File: config.mk
export PLATFORM = sky130hd
export DESIGN_NAME = esc_intf_flat
export DESIGN_NICKNAME = d
export VERILOG_FILES = /design/src/rtl/quad_pkg.sv /design/src/rtl/esc_intf_if.sv /design/src/rtl/esc_slew.sv /design/src/rtl/esc_intf.sv /design/src/flat_wrapper.sv
export SDC_FILE = /design/constraint.sdc
export NUM_CORES = 1
export LEC_CHECK = 0
export BUFFER_PORTS_ARGS = -buffer_cell sky130_fd_sc_hd__buf_2
export CORE_ASPECT_RATIO = 2
export CORE_UTILIZATION = 30
export CTS_BUF_LIST = sky130_fd_sc_hd__clkbuf_8
export DETAILED_ROUTE_END_ITERATION = 6
export SLEW_MARGIN = 10
export SYNTH_ARGS = -nofsm -noshare
export SYNTH_HDL_FRONTEND = slang
export SYNTH_SLANG_ARGS = --single-unit
File: constraint.sdc
create_clock -name clk -period 4.8 [get_ports clk]
set_clock_uncertainty 0.15 [all_clocks]
set_input_delay 0.96 -clock clk [delete_from_list [all_inputs] [get_ports clk]]
set_output_delay 0.96 -clock clk [all_outputs]
set_load 0.03 [all_outputs]
File: src/rtl/quad_pkg.sv
// Shared types and constants for the quad flight stack: ESC state encoding,
// the speed word width used by flight control, and the pulse-width scaling.
package quad_pkg;

    typedef enum logic {
        DISARM = 1'b0,
        RUN    = 1'b1
    } esc_state_t;

    // 1 ms at 50 MHz: pulse width at zero throttle.
    localparam int ESC_MIN_PULSE = 50000;
    // Clocks of pulse width added per unit of speed.
    localparam int ESC_SPD_SCALE = 24;
    // Width of the unsigned motor speed word.
    localparam int ESC_SPD_W     = 11;
    // Width of the pulse-width register: MIN_PULSE + 24*2047 fits in 17 bits.
    localparam int ESC_PW_W      = 17;

endpackage

File: src/rtl/esc_intf_if.sv
// Flight-control-to-ESC link: speed strobe and kill in, drive pulse and
// status out. The master is flight control, the slave is the ESC interface.
interface esc_intf_if;
    import quad_pkg::*;

    logic                 wrt;
    logic [ESC_SPD_W-1:0] spd;
    logic                 kill;
    logic                 pwm;
    logic                 frm_strt;
    logic                 armed;

    modport master (output wrt, spd, kill, input pwm, frm_strt, armed);
    modport slave  (input wrt, spd, kill, output pwm, frm_strt, armed);

endinterface

File: src/rtl/esc_slew.sv
// Combinational next applied speed and next pulse width. The speed moves at
// most SLEW per frame toward the target while running and is forced to 0
// otherwise; comparisons are done one bit wider so cur+SLEW cannot wrap.
module esc_slew
    import quad_pkg::*;
#(
    parameter int SLEW      = 64,
    parameter int MIN_PULSE = ESC_MIN_PULSE
) (
    input  esc_state_t           state_i,
    input  logic [ESC_SPD_W-1:0] tgt_i,
    input  logic [ESC_SPD_W-1:0] cur_i,
    output logic [ESC_SPD_W-1:0] cur_next_o,
    output logic [ESC_PW_W-1:0]  pw_next_o
);

    localparam int                XW     = ESC_SPD_W + 1;
    localparam logic [XW-1:0]     SLEW_X = XW'(SLEW);
    localparam logic [ESC_SPD_W-1:0] SLEW_S = SLEW_X[ESC_SPD_W-1:0];

    logic [XW-1:0]       tgt_x;
    logic [XW-1:0]       cur_x;
    logic [ESC_PW_W-1:0] cur_pw;

    // Slew-limited step toward the target, then scale to pulse width (x24 = x16 + x8).
    always_comb begin
        tgt_x      = {1'b0, tgt_i};
        cur_x      = {1'b0, cur_i};
        cur_next_o = '0;
        if (state_i == RUN) begin
            if (tgt_x > cur_x + SLEW_X) begin
                cur_next_o = cur_i + SLEW_S;
            end else if (cur_x > tgt_x + SLEW_X) begin
                cur_next_o = cur_i - SLEW_S;
            end else begin
                cur_next_o = tgt_i;
            end
        end
        cur_pw    = ESC_PW_W'(cur_next_o);
        pw_next_o = ESC_PW_W'(MIN_PULSE) + (cur_pw << 4) + (cur_pw << 3);
    end

endmodule

File: src/rtl/esc_intf.sv
// Single-rotor ESC interface: free-running frame counter, arming FSM,
// per-frame slew-limited speed and a servo-style PWM pulse whose width is
// only ever updated on the frame boundary, so no runt pulses occur.
module esc_intf
    import quad_pkg::*;
#(
    parameter int PERIOD_BITS = 20,
    parameter int MIN_PULSE   = ESC_MIN_PULSE,
    parameter int SLEW        = 64,
    parameter int ARM_FRAMES  = 50
) (
    input  logic      clk,
    input  logic      rst_n,
    esc_intf_if.slave esc
);

    localparam int CMP_W = (PERIOD_BITS > ESC_PW_W) ? PERIOD_BITS : ESC_PW_W;
    localparam int ARM_W = $clog2(ARM_FRAMES) + 1;
    localparam logic [ARM_W-1:0] ARM_LAST = ARM_W'(ARM_FRAMES - 1);

    logic [PERIOD_BITS-1:0] cnt_q, cnt_d;
    logic [ESC_SPD_W-1:0]   tgt_q, tgt_d;
    logic [ESC_SPD_W-1:0]   cur_q, cur_d;
    logic [ESC_PW_W-1:0]    pw_q, pw_d;
    logic [ARM_W-1:0]       arm_q;
    esc_state_t             state_q;
    logic                   pwm_q, frm_q, armed_q;
    logic                   boundary;

    assign cnt_d    = cnt_q + PERIOD_BITS'(1);
    assign tgt_d    = esc.wrt ? esc.spd : tgt_q;
    assign boundary = &cnt_q;

    esc_slew #(
        .SLEW      (SLEW),
        .MIN_PULSE (MIN_PULSE)
    ) u_slew (
        .state_i    (state_q),
        .tgt_i      (tgt_q),
        .cur_i      (cur_q),
        .cur_next_o (cur_d),
        .pw_next_o  (pw_d)
    );

    // Frame counter wraps naturally; target follows the last write strobe.
    always_ff @(posedge clk or negedge rst_n) begin
        if (!rst_n) begin
            cnt_q <= '0;
            tgt_q <= '0;
        end else begin
            cnt_q <= cnt_d;
            tgt_q <= tgt_d;
        end
    end

    // Applied speed and pulse width change only at the frame boundary.
    always_ff @(posedge clk or negedge rst_n) begin
        if (!rst_n) begin
            cur_q <= '0;
            pw_q  <= ESC_PW_W'(MIN_PULSE);
        end else if (boundary) begin
            cur_q <= cur_d;
            pw_q  <= pw_d;
        end
    end

    // Arming FSM: ARM_FRAMES zero-throttle boundaries before RUN; kill drops to DISARM.
    always_ff @(posedge clk or negedge rst_n) begin
        if (!rst_n) begin
            state_q <= DISARM;
            arm_q   <= '0;
            armed_q <= 1'b0;
        end else if (esc.kill) begin
            state_q <= DISARM;
            arm_q   <= '0;
            armed_q <= 1'b0;
        end else begin
            case (state_q)
                DISARM: begin
                    if (boundary) begin
                        if (arm_q == ARM_LAST) begin
                            state_q <= RUN;
                            arm_q   <= '0;
                            armed_q <= 1'b1;
                        end else begin
                            arm_q <= arm_q + 1'b1;
                        end
                    end
                end
                RUN: begin
                    armed_q <= 1'b1;
                end
                default: begin
                    state_q <= DISARM;
                    armed_q <= 1'b0;
                end
            endcase
        end
    end

    // Registered pulse and frame-start marker, one cycle behind the counter.
    always_ff @(posedge clk or negedge rst_n) begin
        if (!rst_n) begin
            pwm_q <= 1'b0;
            frm_q <= 1'b0;
        end else begin
            pwm_q <= (CMP_W'(cnt_q) < CMP_W'(pw_q));
            frm_q <= (cnt_q == '0);
        end
    end

    assign esc.pwm      = pwm_q;
    assign esc.frm_strt = frm_q;
    assign esc.armed    = armed_q;

endmodule

File: src/flat_wrapper.sv
// flat-port wrapper written by rule: the top's interface ports become plain ports
module esc_intf_flat import quad_pkg::*;
#(
    parameter int PERIOD_BITS = 20,
    parameter int MIN_PULSE   = ESC_MIN_PULSE,
    parameter int SLEW        = 64,
    parameter int ARM_FRAMES  = 50
)
  (clk, rst_n, esc_wrt, esc_spd, esc_kill, esc_pwm, esc_frm_strt, esc_armed);
  esc_intf_if esc_i ();
  input  logic clk;
  input  logic rst_n;
  input wire logic [$bits(esc_i.wrt)-1:0] esc_wrt;
  input wire logic [$bits(esc_i.spd)-1:0] esc_spd;
  input wire logic [$bits(esc_i.kill)-1:0] esc_kill;
  output wire logic [$bits(esc_i.pwm)-1:0] esc_pwm;
  output wire logic [$bits(esc_i.frm_strt)-1:0] esc_frm_strt;
  output wire logic [$bits(esc_i.armed)-1:0] esc_armed;
  assign esc_i.wrt = esc_wrt;
  assign esc_i.spd = esc_spd;
  assign esc_i.kill = esc_kill;
  assign esc_pwm = esc_i.pwm;
  assign esc_frm_strt = esc_i.frm_strt;
  assign esc_armed = esc_i.armed;
  esc_intf #(.PERIOD_BITS(PERIOD_BITS), .MIN_PULSE(MIN_PULSE), .SLEW(SLEW), .ARM_FRAMES(ARM_FRAMES)) u_core (.clk(clk), .rst_n(rst_n), .esc(esc_i));
endmodule
**Word level (Yosys, flattened, before mapping)**

Index checks and enable logic that the tools add are counted.

- Register bits after elaboration: 70
- Latch bits: 0
- RAM bits: 0
- Memory bits (read-only): 0
- Input port bits: 15
- Output and inout bits: 3
- Word-level logic and storage cells: 45
- Memories: 0

- $add $sub $neg: 8
- $mul: 0
- Divide/modulo/power cells: 0
- Magnitude comparators: 3
- Equal/unequal tests: 4
- Shift-type cells: 0
- Muxes and demuxes: 15
- Bitwise operators: 1
- Reductions and logical operators: 5

Operators with widths:

| kind | number |
|---|---|
| 11-bit 2-to-1 mux | 3 |
| 7-bit 2-to-1 mux | 4 |
| 11-bit by 7-bit adder with 12-bit output (second input constant) | 2 |
| 11-bit by 12-bit greater-than comparator with 1-bit output | 2 |
| 20-bit by 1-bit adder with 20-bit output (second input constant) | 1 |
| 20-bit logical NOT | 1 |
| 20-bit by 17-bit < comparator with 1-bit output | 1 |
| 20-bit AND reduction | 1 |
| 16-bit by 15-bit adder with 17-bit output (first input constant) | 1 |
| 17-bit by 14-bit adder with 17-bit output | 1 |
| 11-bit by 7-bit adder with 11-bit output (second input constant) | 1 |
| 11-bit by 7-bit subtractor with 11-bit output (second input constant) | 1 |
| 7-bit by 1-bit adder with 7-bit output (second input constant) | 1 |
| 7-bit by 6-bit == test with 1-bit output (second input constant) | 1 |
| 1-bit 2-to-1 mux | 7 |
| 3-bit by 2-bit inequality test with 1-bit output (second input constant) | 2 |
| 2-bit AND reduction | 2 |
| 2-bit inequality test (second input constant) | 1 |
| 1-bit one-hot mux with 2 select lines | 1 |
| 2-bit nonzero test | 1 |
| 1-bit inverter | 1 |

**Depth between registers and ports, before layout**

- Depth after elaboration: 7
- Depth in mapped cells: 25
- Mapped depth without buffers: 22

**Hierarchy**

A second synthesis with hierarchy kept.

- Cells, all modules: 488
- Area total of the unflattened synthesis: 4934.7 sq um

Modules (own cells, without submodules):

| module | instances | cells each | area each (sq um) | seq. area each (sq um) |
|---|---|---|---|---|
| esc_intf | 1 | 276 | 3320.7 | 1759.2 |
| esc_slew | 1 | 212 | 1614.0 | 0.0 |

**Worst setup path after synthesis**

OpenSTA, ideal clock, no wires.

- Path kind: reg-to-reg
- Start point: register u_core.cur_q[6]
- End point: register u_core.pw_q[15]
- Library setup time: 0.064 ns
- Data arrival time: 4.527 ns
- Data required time: 4.586 ns
- Path slack: 0.058 ns
- Cell stages (with the launch flop): 25
- Path buffers: 3
- Period minus slack after synthesis: 4.742 ns
- Cells stage by stage: dfrtp_1 -> clkbuf_1 -> and3_1 -> xor2_1 -> inv_1 -> ha_1 -> a21o_1 -> a21oi_1 -> o31ai_1 -> o21a_2 -> or2_1 -> buf_6 -> buf_2 -> o21ai_0 -> nand2_1 -> ha_1 -> inv_1 -> fa_1 -> a21o_1 -> a21o_1 -> nand2_1 -> a21oi_1 -> a21o_1 -> or4_1 -> nand3_1

- Word-level cells in the longest chain between the ends: 6
- Elaborated cells between the ends (all ways): 10
- Those cells by class: add/sub (5); order compare (2); mux (3)

RTL lines:

| what | line | text |
|---|---|---|
| start: declaration | esc_intf.sv:23 | `logic [ESC_SPD_W-1:0] cur_q, cur_d;` |
| start signal: assignment | esc_intf.sv:62 | `cur_q <= cur_d;` |
| 11-bit by 7-bit adder with 12-bit output (tied with other cells) | esc_slew.sv:31 | `if (tgt_x > cur_x + SLEW_X) begin` |
| 11-bit by 12-bit greater-than comparator with 1-bit output / 11-bit 2-to-1 mux (equally long branches) | esc_slew.sv:31, esc_slew.sv:33 |  |
| 11-bit 2-to-1 mux * | esc_slew.sv:31 |  |
| 11-bit 2-to-1 mux * | esc_slew.sv:30 | `if (state_i == RUN) begin` |
| 16-bit by 15-bit adder with 17-bit output | esc_slew.sv:40 | `pw_next_o = ESC_PW_W'(MIN_PULSE) + (cur_pw << 4) + (cur_pw << 3);` |
| 17-bit by 14-bit adder with 17-bit output * | esc_slew.sv:40 |  |
| end signal: assignment | esc_intf.sv:60 | `pw_q <= ESC_PW_W'(MIN_PULSE);` |
| end signal: assignment | esc_intf.sv:63 | `pw_q <= pw_d;` |
| end: declaration | esc_intf.sv:24 | `logic [ESC_PW_W-1:0] pw_q, pw_d;` |

Every way passes the cells marked *; elsewhere a longest branch is shown, timed or not.
A chain may end at the register's enable or synchronous reset.

**Final worst setup path**

- Start point: register u_core.tgt_q[7]
- End point: register u_core.pw_q[15]

- Word-level cells in the longest chain between the ends: 7
- Elaborated cells between the ends (all ways): 8
- Those cells by class: add/sub (3); order compare (2); mux (3)

RTL lines:

| what | line | text |
|---|---|---|
| start: declaration | esc_intf.sv:22 | `logic [ESC_SPD_W-1:0] tgt_q, tgt_d;` |
| start signal: assignment | esc_intf.sv:52 | `tgt_q <= tgt_d;` |
| 11-bit by 7-bit adder with 12-bit output | esc_slew.sv:33 | `end else if (cur_x > tgt_x + SLEW_X) begin` |
| 11-bit by 12-bit greater-than comparator with 1-bit output | esc_slew.sv:33 |  |
| 11-bit 2-to-1 mux | esc_slew.sv:33 |  |
| 11-bit 2-to-1 mux * | esc_slew.sv:31 |  |
| 11-bit 2-to-1 mux * | esc_slew.sv:30 |  |
| named net u_core.cur_d[1] | esc_intf.sv:23 |  |
| 16-bit by 15-bit adder with 17-bit output | esc_slew.sv:40 |  |
| 17-bit by 14-bit adder with 17-bit output * | esc_slew.sv:40 |  |

The timed path passes the listed nets; every way through them passes the cells marked *.

==> results.yml <==
layout:
  area_delta_synth_final_pct: 17.4
  final_cells: 743
  final_common_cell: "dfrtp_1"
  nFillCells: 1527
  finish.instance_area_sq_um: 5400
  final_cell_mix: "dfrtp_1, ha_1, inv_1"
  drive_above_1_share_pct: 20.8
  finish.net_count: 619
  insertedDiodeCount: 0
  fin_util_pct: 36.3
floorplanning:
  die-area_sq_um: 15900
  die_x_um: 89.6
  rows: 63
  die_h_um: 177
  initial_core_util_pct: 30.9
  ios: 18
  coreArea_sq_um: 14900
clock_tree:
  ctsHtreeMaxLevel: 3
  clkSinkCount: 66
  cts_tree: "built"
  numCtsBuffers: 9
  cts-root-buf: "clkbuf_8"
  clockBufferDepth: 2
  cts_hold_buf: 0
  clk_pin_slew_ns: 0.08
  insertion_delay_ns: 0.36
timing:
  setup_slack_ns: 0.0460
  hold_violations: 0
  period_share_pct: 99.0
  drv_slew: 0
  tightest_slew_ns: 0.964
  slew_headroom_pct: 35.2
  setup_viol: 0
  max_freq_ghz: 0.210
  period_needed_ns: 4.75
  grt_setup_unrepaired: "yes"
grt:
  grt_pass1_wl_mm: 18.8
  grt.total_usage_pct: 15.7
  antenna_found_initial: 0
  overflow: 0
  grt_max_degree: 38
  use_met3_pct: 2.38
  grt_pass1_vias: 3972
  use_met2_pct: 30.7
  top_usage_layer: "met2"
  met1_usage_pct: 14.4
routing:
  final_antenna_net_count: 0
  drt_first_iter_violations: 151
  drcViolationCount: 0
  vias_per_cell: 5.06
  totalWireLength_mm: 11.7
  dr.pass1.iters: 4
  vias: 3758
  wl_per_cell_um: 15.7
place:
  dpl_worst_slack_ns: -0.0464
  detailed_place.area_sq_um: 5030
  dp_hpwl_mm: 9.04
  dp_cells: 720
  port-buffer-count: 17
  gp_congestion: 0.938
power_and_ir_drop:
  p_clk_share_pct: 38.7
  seqPwrFrac_pct: 48.6
  combPwrFrac_pct: 12.7
  p_leak_uw: 0.00255
  cellPowerDensity_nw_per_um2: 219
  p_sw_share_pct: 30.4
  internal_power_uw: 824
  peakVddDrop_v: 0.000161
  switching_power_uw: 360
  power_uw: 1180
yosys:
  ys.flop_type: "dfrtp_1"
  synth_cell_type_count: 59
  synth_nets: 577
  postSynthCellCount: 501
  synth_area_per_cell_sq_um: 9.19
  yosysSeqAreaShare_pct: 36.0
  synth_edf_count: 0
  yosys_warnings: 0
  synth_seq_cells: 66
  synth_area_sq_um: 4600
  async_flop_share_pct: 100
setup_path:
  crit_chain: "ha_2 > nand3_2 > xor2_1 > ha_1 > nand3_2 > or4_4 > nand2_4 > nor2_2 > or2_4 > a21oi_2 > nor2_1 > ha_1 > ha_2 > fa_2 > a21o_1 > a21o_1 > nand2_2 > a21oi_2 > a21o_1 > or4_4 > nand3_2"
  rr_worst_depth: 21
  criticalPathCategory: "flop to flop"
  cp.arrival_ns: 4.90
  worstReg2RegStart: "u_core.tgt_q[7]"
  crit_path_end_kind: "flop"
  r2r_setup_slack_ns: 0.05
  cp_slowest_cell: "or4_4"
  startpoint_type: "flop"
  critPathMaxFanout: 8
  slowest_delay_ns: 0.57
  r2r_end: "u_core.pw_q[15]"
  required_ns: 4.95
min_path:
  hold_class: "flop to flop"
  hold_start: "u_core.pw_q[14]"
  hold_path_depth: 2
  worst_hold_path.endpoint: "u_core.pw_q[14]"
status:
  status: "complete, no violations"
job:
  drv_cap: 0
[worst max-delay path: cells and delay by family, from the launching register on]
family / cells / cell delay [ns]
DFF: 1 / 0.41
and+or+nand+nor: 10 / 1.83
AOI/OAI and AO/OA: 5 / 0.76
adders and majority gates: 5 / 1.36
xor gates and xnor gates: 1 / 0.17
[area by class of cell]
cell class                 count  area (sq um)  area share [%]
timing repair buffer          46           314            5.81
inverter                      48           180            3.33
sequential                    66          1660            30.7
clock buffer                   9           124            2.29
multi-input combinational    372          2820            52.2
clock inverter                 7          61.3            1.13
tap                          195           244            4.51
[logic make-up after synthesis]
family,share of synthesized area (%)
mux,2.36
compound gates,14.7
flops,36.0
xor+xnor,7.80
fa+ha+maj,16.7
simple gates,17.0
buf+inv,5.38
[metrics by stage]
stage / hold WS, ns / TNS [ns]
final: 0.326 / 0
after global routing: 0.339 / -0.105
after CTS: 0.332 / 0
after detailed placement: 0.320 / -0.0464
after global placement: 0.316 / 0
after floorplan: 0.300 / 0
[power by group through the flow]
| stage | Clock, uW | Combinational [uW] | Sequential [uW] |
|---|---|---|---|
| floorplan | 0 | 75.2 | 585 |
| detailed placement | 0 | 132 | 586 |
| finish | 458 | 150 | 575 |
| CTS | 471 | 136 | 575 |
| global route | 491 | 165 | 576 |
| global placement | 0 | 129 | 585 |
[worst max path at each step]
stage,start,endpoint,slack [ns],cells past startpoint
5_1_grt,u_core.tgt_q[7],u_core.pw_q[15],-0.09,21
6_report,u_core.tgt_q[7],u_core.pw_q[15],0.05,21
2_1_floorplan,u_core.cur_q[6],u_core.pw_q[15],0.06,24
3_5_place_dp,u_core.tgt_q[7],u_core.pw_q[15],-0.05,21
3_3_place_gp,u_core.tgt_q[7],u_core.pw_q[15],0.05,21
4_1_cts,u_core.cur_q[7],u_core.pw_q[15],0.0006,21
[per-layer routing]
layer	wire length (um)	vias up
met2	6900	61
li1	-	1821
met1	4060	1844
met4	505	0
met3	216	32
met5	0	-
[sequential cells by signal, summed over array words and instances (netlist names)]
signal,cells
u_core.tgt_q,11
u_core.pw_q,14
u_core.cnt_q,20
u_core.esc.frm_strt,1
u_core.state_q,1
u_core.esc.armed,1
u_core.arm_q,7
u_core.cur_q,10
u_core.esc.pwm,1
[synth_stat cells, types with 3 or more instances]
| master | instances | area share (%) |
|---|---|---|
| nor2_1 | 28 | 2.3 |
| buf_2 | 3 | 0.33 |
| xor2_1 | 23 | 4.4 |
| a21o_1 | 8 | 1.3 |
| or3_1 | 3 | 0.41 |
| inv_1 | 47 | 3.8 |
| and3_1 | 11 | 1.5 |
| nand3_1 | 20 | 2.2 |
| nand2_1 | 46 | 3.8 |
| a22o_1 | 6 | 1.1 |
| mux2i_1 | 3 | 0.65 |
| ha_1 | 60 | 16 |
| clkbuf_1 | 11 | 0.90 |
| nor4_1 | 7 | 0.95 |
| a211oi_2 | 3 | 0.82 |
| mux2_2 | 7 | 1.7 |
| o21a_1 | 4 | 0.65 |
| nand4_1 | 4 | 0.54 |
| dfstp_2 | 6 | 3.4 |
| a21oi_1 | 26 | 2.8 |
| o211ai_1 | 3 | 0.49 |
| nand2b_1 | 6 | 0.82 |
| o21ai_0 | 36 | 3.9 |
| nor3_1 | 12 | 1.3 |
| xnor2_1 | 18 | 3.4 |
| dfrtp_1 | 60 | 33 |
[repair_timing]
item	4_1_cts	5_1_grt
pin swaps	1	16
resized for setup	2	29
setup endpoints to repair	1	5
buffers inserted	2	5
(Power assumes the default switching activity.)
